<file path="src/rtl/if_fetch_queue_if.sv">
// Fetch->decode queue handshake bundle: fetch-side push, decode-side pop, flush.
interface if_fetch_queue_if #(
  parameter int PTR_W = 2
);
  logic             flush;
  logic             in_valid;
  logic [31:0]      in_pc;
  logic [31:0]      in_instr;
  logic             in_ready;
  logic             out_valid;
  logic [31:0]      out_pc;
  logic [31:0]      out_instr;
  logic             out_ready;
  logic [PTR_W:0]   count;

  // Queue side
  modport slave (
    input  flush, in_valid, in_pc, in_instr, out_ready,
    output in_ready, out_valid, out_pc, out_instr, count
  );

  // Pipeline side (fetch/decode/EXE)
  modport master (
    output flush, in_valid, in_pc, in_instr, out_ready,
    input  in_ready, out_valid, out_pc, out_instr, count
  );
endinterface

</file>
<file path="src/rtl/if_fetch_queue.sv">
// Decoupling FIFO between fetch and decode. Holds {PC, instr} pairs in order,
// freezes fetch only when full, and drops everything on a taken branch.
module if_fetch_queue #(
  parameter int DEPTH = 4,  // power of two, >= 2
  parameter int PTR_W = 2   // log2(DEPTH)
) (
  input  logic             clk,
  input  logic             rst,   // async, active-low
  if_fetch_queue_if.slave  q
);
  typedef struct packed {
    logic [31:0] pc;
    logic [31:0] instr;
  } entry_t;

  localparam logic [PTR_W:0] FULL_CNT = (PTR_W+1)'(DEPTH);

  entry_t [DEPTH-1:0] mem_q, mem_d;
  logic [PTR_W-1:0]   wr_ptr_q, wr_ptr_d;
  logic [PTR_W-1:0]   rd_ptr_q, rd_ptr_d;
  logic [PTR_W:0]     cnt_q, cnt_d;
  logic               push, pop;
  entry_t             head;

  // Flush wins over both handshakes so wrong-path data never lands.
  assign push = q.in_valid  & q.in_ready  & ~q.flush;
  assign pop  = q.out_valid & q.out_ready & ~q.flush;

  // Outputs come from registered state only: no same-cycle bypass.
  assign head        = mem_q[rd_ptr_q];
  assign q.in_ready  = (cnt_q != FULL_CNT);
  assign q.out_valid = (cnt_q != '0);
  assign q.out_pc    = q.out_valid ? head.pc    : 32'd0;  // 0 doubles as NOP
  assign q.out_instr = q.out_valid ? head.instr : 32'd0;
  assign q.count     = cnt_q;

  // Next-state: pointers wrap naturally at PTR_W bits.
  always_comb begin
    mem_d    = mem_q;
    wr_ptr_d = wr_ptr_q;
    rd_ptr_d = rd_ptr_q;
    cnt_d    = cnt_q;
    if (q.flush) begin
      // Storage is left as-is; it is unreachable once cnt is zero.
      wr_ptr_d = '0;
      rd_ptr_d = '0;
      cnt_d    = '0;
    end else begin
      if (push) begin
        mem_d[wr_ptr_q] = '{pc: q.in_pc, instr: q.in_instr};
        wr_ptr_d        = wr_ptr_q + 1'b1;
      end
      if (pop)
        rd_ptr_d = rd_ptr_q + 1'b1;
      case ({push, pop})
        2'b10:   cnt_d = cnt_q + 1'b1;
        2'b01:   cnt_d = cnt_q - 1'b1;
        default: cnt_d = cnt_q;
      endcase
    end
  end

  // State registers; reset clears storage too so the head reads 0 after reset.
  always_ff @(posedge clk or negedge rst) begin
    if (!rst) begin
      mem_q    <= '0;
      wr_ptr_q <= '0;
      rd_ptr_q <= '0;
      cnt_q    <= '0;
    end else begin
      mem_q    <= mem_d;
      wr_ptr_q <= wr_ptr_d;
      rd_ptr_q <= rd_ptr_d;
      cnt_q    <= cnt_d;
    end
  end
endmodule

</file>
<file path="src/flat_wrapper.sv">
// flat-port wrapper written by rule: the top's interface ports become plain ports
module if_fetch_queue_flat 
#(
  parameter int DEPTH = 4,                       
  parameter int PTR_W = 2                 
)
  (clk, rst, q_flush, q_in_valid, q_in_pc, q_in_instr, q_out_ready, q_in_ready, q_out_valid, q_out_pc, q_out_instr, q_count);
  if_fetch_queue_if #(.PTR_W(PTR_W)) q_i ();
  input  logic clk;
  input  logic rst;
  input wire logic [$bits(q_i.flush)-1:0] q_flush;
  input wire logic [$bits(q_i.in_valid)-1:0] q_in_valid;
  input wire logic [$bits(q_i.in_pc)-1:0] q_in_pc;
  input wire logic [$bits(q_i.in_instr)-1:0] q_in_instr;
  input wire logic [$bits(q_i.out_ready)-1:0] q_out_ready;
  output wire logic [$bits(q_i.in_ready)-1:0] q_in_ready;
  output wire logic [$bits(q_i.out_valid)-1:0] q_out_valid;
  output wire logic [$bits(q_i.out_pc)-1:0] q_out_pc;
  output wire logic [$bits(q_i.out_instr)-1:0] q_out_instr;
  output wire logic [$bits(q_i.count)-1:0] q_count;
  assign q_i.flush = q_flush;
  assign q_i.in_valid = q_in_valid;
  assign q_i.in_pc = q_in_pc;
  assign q_i.in_instr = q_in_instr;
  assign q_i.out_ready = q_out_ready;
  assign q_in_ready = q_i.in_ready;
  assign q_out_valid = q_i.out_valid;
  assign q_out_pc = q_i.out_pc;
  assign q_out_instr = q_i.out_instr;
  assign q_count = q_i.count;
  if_fetch_queue #(.DEPTH(DEPTH), .PTR_W(PTR_W)) u_core (.clk(clk), .rst(rst), .q(q_i));
endmodule
</file>
<file path="config.mk">
export PLATFORM = sky130hd
export DESIGN_NAME = if_fetch_queue_flat
export DESIGN_NICKNAME = d
export VERILOG_FILES = /design/src/rtl/if_fetch_queue_if.sv /design/src/rtl/if_fetch_queue.sv /design/src/flat_wrapper.sv
export SDC_FILE = /design/constraint.sdc
export NUM_CORES = 1
export LEC_CHECK = 0
export ABC_AREA = 1
export CAP_MARGIN = 10
export CORE_AREA = 4 4 163 165
export DETAILED_ROUTE_END_ITERATION = 7
export DIE_AREA = 0 0 167 169
export GPL_TIMING_DRIVEN = 0
export HOLD_SLACK_MARGIN = 0.08
export MAX_ROUTING_LAYER = met4
export PLACE_DENSITY = 0.75
export SLEW_MARGIN = 20
export SYNTH_ARGS = -nofsm -noshare
export SYNTH_HDL_FRONTEND = slang
export SYNTH_SLANG_ARGS = --single-unit
</file>
<file path="constraint.sdc">
create_clock -name clk -period 1.8 [get_ports clk]
set_input_delay 0.36 -clock clk [delete_from_list [all_inputs] [get_ports clk]]
set_output_delay 0.36 -clock clk [all_outputs]
set_load 0.01 [all_outputs]
</file>
# Yosys cells after proc, flatten, opt, wreduce, memory -nomap -nowiden
# Index checks and enable logic that the tools add are counted.
[totals] reg_bits=263
[classes] addsub=4 eq_ne=3 order_cmp=3 n_reduce_logical=6 muxes=13 n_bitwise=5
[ops] operator="$bwmux W256" count=1
[ops] operator="$bmux W64 S2" count=1
[ops] operator="$demux W64 S2" count=1
[ops] operator="$mux W64" count=2
[ops] operator="$mux W32" count=2
[ops] operator="$mux W2" count=4
[ops] operator="$lt A2 B3 Y1 const B" count=2
[ops] operator="$pmux W3 S2" count=1
[ops] operator="$reduce_bool A3 Y1" count=2
[ops] operator="$add A2 B1 Y2 const B" count=2
[ops] operator="$and A1 B1 Y1" count=4
[ops] operator="$reduce_bool A2 Y1" count=2
[ops] operator="$add A3 B1 Y3 const B" count=1
[ops] operator="$mux W3" count=1
[ops] operator="$ne A3 B3 Y1 const B" count=1
[ops] operator="$sub A3 B1 Y3 const B" count=1
[ops] operator="$eq A2 B1 Y1 const B" count=1
[ops] operator="$eq A2 B2 Y1 const B" count=1
[ops] operator="$ge A2 B1 Y1 const B" count=1
[ops] operator="$reduce_and A2 Y1" count=1
[ops] operator="$logic_and A1 B1 Y1" count=1
[ops] operator="$not A1 Y1" count=1

# Logic depth before layout (Yosys ltp)
# Gate-level depths: netlist of run 1.
[logic_depth] word_depth=6 ltp_mapped=13 depth_no_buf=13

# Worst setup path after synthesis of run 1
# No wires, ideal clock.
[synth_path] path_kind="reg2reg" startpoint="reg u_core.cnt_q[1], in the netlist u_core.q.count[1]" endpoint="reg u_core.cnt_q[2], in the netlist u_core.q.count[2]" stages_incl_launch_ff=14 path_slack_ns=-0.178 synth_period_minus_slack_ns=1.978 required_time_ns=1.683 n_path_buf=0 arrival_ns=1.861 path_cell_list="dfrtp_1 -> nor2_2 -> nand2_1 -> nand2_1 -> nor2_1 -> nand2_1 -> inv_1 -> fa_1 -> xnor2_1 -> inv_1 -> nand2_1 -> nand2_1 -> nand2_1 -> nand2_1"
[synth_via] elab_chain_len=6 word_cells_on_any_way=13 cone_classes="add/sub (2); eq/ne (3); mux (2); bitwise (4); reduce/logical (2)"
[synth_rtl] element="start, declared" line="if_fetch_queue.sv:21" text="logic [PTR_W:0] cnt_q, cnt_d;"
[synth_rtl] element="start signal, assigned" line="if_fetch_queue.sv:74" text="cnt_q <= cnt_d;"
[synth_rtl] element="$reduce_bool A3 Y1 (*)" line="if_fetch_queue.sv:32" text="assign q.out_valid = (cnt_q != '0);"
[synth_rtl] element="net q_out_valid" line="flat_wrapper.sv:17" text="output wire logic [$bits(q_i.out_valid)-1:0] q_out_valid;"
[synth_rtl] element="$and A1 B1 Y1 (*) (2 in series)" line="if_fetch_queue.sv:27" text="assign pop = q.out_valid & q.out_ready & ~q.flush;"
[synth_rtl] element="$eq A2 B1 Y1 or $eq A2 B2 Y1 (tied branches)" line="if_fetch_queue.sv:55" text="case ({push, pop})"
[synth_rtl] element="$pmux W3 S2" line="if_fetch_queue.sv:55"
[synth_rtl] element="$mux W3" line="if_fetch_queue.sv:43" text="if (q.flush) begin"
# Mark *: on every way through the listed nets, which the timed path passes. The rest lies on a longest branch.
# A chain may end at the register's enable or synchronous reset.

# Final worst setup path of run 1
[layout_path] startpoint="reg u_core.rd_ptr_q[0]" endpoint="out q_out_pc[11]"
[layout_via] elab_chain_len=3
[layout_rtl] element="start, declared" line="if_fetch_queue.sv:20" text="logic [PTR_W-1:0] rd_ptr_q, rd_ptr_d;"
[layout_rtl] element="start signal, assigned" line="if_fetch_queue.sv:73" text="rd_ptr_q <= rd_ptr_d;"
[layout_rtl] element="$bmux W64 S2" line="if_fetch_queue.sv:30" text="assign head = mem_q[rd_ptr_q];"
[layout_rtl] element="$mux W64 (not written as such)" line="if_fetch_queue.sv:30"
[layout_rtl] element="$mux W32" line="if_fetch_queue.sv:33" text="assign q.out_pc = q.out_valid ? head.pc : 32'd0;"
[layout_rtl] element="end, declared" line="flat_wrapper.sv:18" text="output wire logic [$bits(q_i.out_pc)-1:0] q_out_pc;"
# No other way between the ends. The select of a mux whose other input is x is not followed.

==> run summary, run 1 <==
outcome: finished, violations left
failing checks: setup timing
ANT nets after route: 0
Adder-Cell Fraction of Synth Area: 0.553%
share of layout cells above drive strength 1: 27.5%
Chip Width: 167 um
Mapped Avg Cell Area: 8.76 um2
Hold WS: 0.411 ns
RSZ-0062 raised after global routing: yes
Ant. Diodes: 0
Area Growth Syn to Fin: 27.6%
Iter 0 DRT Violations: 1,072
io pins: 138
slowest stage delay, CP: 0.42 ns
worst reg-to-reg path cell count: 13
Final Non-Filler Cells: 1,987
nets: 1,711
Die Y: 169 um
worst-case clock skew: 0.0124 ns
Worst-path clk slew: 0.06 ns
Synthesized Nets: 1,520
design area: 0.0162 mm2
CP Max Fanout: 5
PD cells: 1650 mW/mm2
share of the yosys chip area belonging to registers: 52.0%
leak pwr: 7.69 nW
period utilization: 132%
dpl cell area: 0.0145 mm2
CTS Buf Count: 28
CTS sink count: 263
cell count after placement: 1,915
CTS tree: built
CP delay by family, top: buffers and inverters
Cell Chain, Critical Path: buf_12 -> clkinv_8 -> buf_12 -> buf_12 -> buf_8 -> o21ai_1 -> a21oi_2 -> buf_2
compound-gate portion of the synthesized area: 21.8%
Row Count: 58
r2r startpoint: u_core.q.count[0]
largest net degree at the start of global routing: 96
RePlAce Congestion: 0.852
Final Slew Violations: 0
final setup violation count: 66
cell taking the most area after synthesis: dfrtp_1
relative slew slack: 57.8%
first-pass GRT wire length: 56,800 um
startpoint types: flip-flop
FFs w/ async S/R, synth: 100%
yosys warns: 0
#FFs+latches synth: 263
final design utilization: 64.5%
Vias per Instance: 5.49
die area: 0.0282 mm2
Arr. time, crit path: 2.01 ns
Min Clock Period, post-route: 2.37 ns
most used cell, CP: buf_12
worst hold path class: in2async
Port-buffer cells: 137
Synth top area share: 52.0%
cells after synthesis: 1,446
VDD IR max: 1020 uV
drc violations: 0
Setup WS post-layout: -0.574 ns
fmax: 0.421 GHz
initial core utilization: 50.6%
R2R Path End: u_core.q.count[2]
Wirelength per Cell: 18.2 um
clk_lat worst skew: 0.54 ns
Post-synth EDFFs: 0
ys flop type: dfrtp_1
initial antenna violation count: 0
dominant combinational cell family by area after synthesis: compound AO/OA/AOI/OAI gates
CTS Buffer Depth: 3
Synth top cells by count: 275 x nand2_1, 263 x dfrtp_1, 257 x nor2_1
DRT Wirelength: 36,100 um
fraction of synthesized cell area in xor and xnor cells: 0.0692%
HPWL after DPL: 22,700 um
DR vias: 10,900
Synth area leaders: dfrtp_1 52%, o21ai_2 8.7%, nand2_1 8.2%
Worst-Margin Slew: 0.633 ns
CP max stage cell: dfrtp_2
Mapped Area: 0.0127 mm2
multiplexer area fraction after synthesis: 0%
Hold Vio Cnt, Final: 0
Critical Path RT: 1.44 ns
Critical Path End Type: primary output
H-tree Lvls: 1
max_cap viols: 0
most common cell in the netlist: nand2_1
worst reg2reg setup slack: -0.07 ns
gr usage total: 25.2%
core area: 0.0250 mm2
critical path type: reg2out
Total Power: 26.7 mW
Synth cell types: 26
Buf+Inv Stages, Crit Path: 6
Root Driver: clkbuf_16
vias in the first global route: 10,800
Pre-antenna DRT Iters: 6
Post-Synth Simple-Gate Area: 16.6%
gr ovfl total: 0
## worst max path at each step
stage	from	endpoint	slack (ns)	cells past startpoint
2_1_floorplan	u_core.q.count[0]	u_core.q.count[2]	0.006	13
6_report	u_core.rd_ptr_q[0]	q_out_pc[11]	-0.57	8
3_5_place_dp	u_core.rd_ptr_q[0]	q_out_instr[0]	-0.78	6
4_1_cts	u_core.rd_ptr_q[0]	q_out_pc[29]	-0.57	7
3_3_place_gp	rst	u_core.q.count[0]	-11.80	1
5_1_grt	u_core.rd_ptr_q[0]	q_out_pc[13]	-0.63	8
## metal layers
layer  part of all wire, %  up-vias  track usage [%]
met5                     0        -                -
li1                      -     5106                -
met2                    49      426             41.6
met3                   6.6       63             3.25
met4                   2.3        0             6.08
met1                    42     5305             33.8
## placed cells by master, fill, tap and decap left out, drive strengths merged
| cell | Yosys | layout |
|---|---|---|
| dfrtp | 263 | 263 |
| xnor2 | 1 | 1 |
| clkinvlp | 0 | 1 |
| bufinv | 0 | 2 |
| dlygate4sd2 | 0 | 3 |
| clkdlybuf4s50 | 0 | 67 |
| a21oi | 67 | 67 |
| dlygate4sd3 | 0 | 1 |
| inv | 74 | 74 |
| fa | 1 | 1 |
| o21ai | 388 | 388 |
| nor2 | 258 | 258 |
| buf | 87 | 176 |
| a21boi | 1 | 1 |
| nand2 | 280 | 280 |
| nand3 | 5 | 5 |
| clkinv | 0 | 7 |
| ha | 4 | 4 |
| clkbuf | 17 | 58 |
## sequential cells by signal, indices dropped and copies added, names as in the netlist
register and flops:
u_core.rd_ptr_q 2, u_core.q.count 3, u_core.wr_ptr_q 2, u_core.mem_q 256
## what timing repair did
item / in CTS / in global routing
buffers inserted: 5 / 11
endpoints found under the hold margin: 75 / 0
gates resized for setup: 404 / 187
endpoints found under the setup margin: 70 / 67
pin swaps: 23 / 49
cloned: 1 / 7
hold buffers: 1 / 0
## logic make-up (layout without fill, tap and decap cells)
family | after synthesis | in the layout
simple gates | 543 | 543
compound gates | 456 | 456
flops | 263 | 263
buf+inv | 178 | 389
fa+ha+maj | 5 | 5
xor+xnor | 1 | 1
## where the power goes
group | switching (mW) | internal, mW
combinational | 6.16 | 4.85
clock | 2.37 | 3.50
sequential | 1.47 | 8.39
## area by class of cell
class | count | area (um2)
Timing Repair inverter | 1 | 3.75
Timing Repair Buffer | 163 | 1440
Multi-Input combinational cell | 1005 | 5220
Sequential cell | 263 | 6590
Buffer | 101 | 1250
Inverter | 74 | 300
Tap cell | 330 | 413
Clock buffer | 41 | 841
Fill cell | 2042 | 8880
Clock inverter | 9 | 97.6
## metrics by stage
| stage | TNS, ns | setup WS [ns] |
|---|---|---|
| final | -31.30 | -0.574 |
| after detailed placement | -58.04 | -0.779 |
| after global placement | -2893.41 | -11.80 |
| after floorplan | 0 | 0.00592 |
| after global routing | -35.79 | -0.626 |
| after CTS | -31.59 | -0.568 |
Power figures use the tool's default switching activity.
==> run 2, diff against run 1 <==
- SETUP_SLACK_MARGIN: unset -> 0.1
==> run summary, run 2 (synthesized netlist as in run 1, its figures left out) <==
outcome: finished, violations left
failing checks: setup timing
CTS sink count: 263
Pre-antenna DRT Iters: 5
first-pass GRT wire length: 57,000 um
Top Usage Layer GRT: met2
RePlAce Congestion: 0.861
Final Non-Filler Cells: 1,989
RSZ-0062 raised after global routing: yes
worst reg-to-reg path cell count: 13
CP Max Fanout: 6
Arr. time, crit path: 2.00 ns
CTS tree: built
nets: 1,712
Wirelength per Cell: 18.4 um
die area: 0.0282 mm2
initial antenna violation count: 0
leak pwr: 7.84 nW
HPWL after DPL: 22,700 um
CTS Buf Count: 28
Total Power: 27.1 mW
ANT nets after route: 0
max_cap viols: 0
GR Layer Usage met3: 3.27%
Final Slew Violations: 0
gr ovfl total: 0
worst reg2reg setup slack: -0.18 ns
share of layout cells above drive strength 1: 26.9%
Hold Vio Cnt, Final: 0
M1 GR Usage: 33.6%
Row Count: 58
Min Clock Period, post-route: 2.36 ns
vias in the first global route: 10,900
Vias per Instance: 5.54
clk_lat worst skew: 0.54 ns
final setup violation count: 67
DR vias: 11,000
fmax: 0.423 GHz
Root Driver: clkbuf_16
drc violations: 0
Area Growth Syn to Fin: 30.8%
initial core utilization: 50.6%
Die Y: 169 um
highest-count cells in the layout ignoring fill and taps: 268 x nand2_1, 259 x dfrtp_1, 237 x nor2_1
relative slew slack: 57.0%
Critical Path RT: 1.44 ns
core area: 0.0250 mm2
PD cells: 1640 mW/mm2
Iter 0 DRT Violations: 991
most common cell after layout, fill and taps aside: nand2_1
cell count after placement: 1,915
Worst-Margin Slew: 0.644 ns
VDD IR max: 927 uV
worst-case clock skew: 0.0117 ns
gr usage total: 25.2%
register area: 0.00659 mm2
multi-input logic area: 0.00524 mm2
met2 usage: 40.9%
CTS Buffer Depth: 3
Largest Register: u_core.mem_q
Setup WS post-layout: -0.565 ns
H-tree Lvls: 1
setup TNS: -30.78 ns
Critical Path End Type: primary output
Port-buffer cells: 137
critical path type: reg2out
largest net degree at the start of global routing: 99
Chip Width: 167 um
worst hold path class: in2async
io pins: 138
startpoint types: flip-flop
Ant. Diodes: 0
DRT Wirelength: 36,600 um
# fillers: 2,030
Worst-path clk slew: 0.06 ns
final design utilization: 66.2%
period utilization: 131%
max FFs per register: 256
-- run 2: worst paths after layout --
| path | to | start |
|---|---|---|
| setup / recovery | q_out_pc[26] | u_core.rd_ptr_q[0] |
| hold / removal | u_core.mem_q[203] | rst |
| setup reg to reg | u_core.q.count[2] | u_core.q.count[0] |
| hold reg to reg | u_core.mem_q[123] | u_core.mem_q[123] |
| max in group asynchronous | u_core.mem_q[39] | rst |
| min in group clk | u_core.mem_q[224] | q_in_pc[0] |
-- run 2: metal layers --
layer / vias to the layer above / part of all wire [%]
li1: 5126 / -
met1: 5386 / 42
met2: 425 / 49
met3: 90 / 7.1
met4: 0 / 2.3
met5: - / 0
-- run 2: layout make-up --
| cell class | count | area share (%) |
|---|---|---|
| clock inverters | 10 | 0.906 |
| multi-input cells | 1005 | 31.6 |
| well taps | 330 | 2.49 |
| inverters | 74 | 1.84 |
| repair buffers | 162 | 8.68 |
| plain buffers | 103 | 9.76 |
| clock buffers | 41 | 4.89 |
| repair inverters | 1 | 0.0378 |
| flip-flops and latches | 263 | 39.8 |
-- run 2: stage by stage --
stage | cell area, um2 | hold slack [ns] | setup WS (ns)
2_1_floorplan | 12700 | 0.0644 | 0.00592
3_3_place_gp | 14500 | 0.457 | -11.92
3_5_place_dp | 14500 | 0.404 | -0.792
4_1_cts | 15700 | 0.436 | -0.601
5_1_grt | 16600 | 0.446 | -0.629
6_report | 16600 | 0.413 | -0.565
-- run 2: repair_timing --
action / 4_1_cts / 5_1_grt
hold buffers: 1 / 0
cloned: 1 / 9
endpoints found under the setup margin: 71 / 70
buffers inserted: 1 / 12
resized for setup: 386 / 266
pin swaps: 27 / 62
hold endpoints to repair: 77 / 0
-- run 2: report_power, final --
group / internal, mW / switching [mW] / total (mW)
sequential: 8.39 / 1.44 / 9.83
combinational: 5.00 / 6.26 / 11.3
clock: 3.68 / 2.38 / 6.05
total: 17.1 / 10.1 / 27.1
-- run 2: critical path, cell delays in order, from the launching register on --
cell       delay [ns]
dfrtp_2          0.41
buf_12           0.15
clkinv_8         0.06
buf_12           0.14
clkbuf_16        0.16
clkbuf_16        0.15
o21ai_4          0.05
a21oi_2          0.16
buf_2            0.15
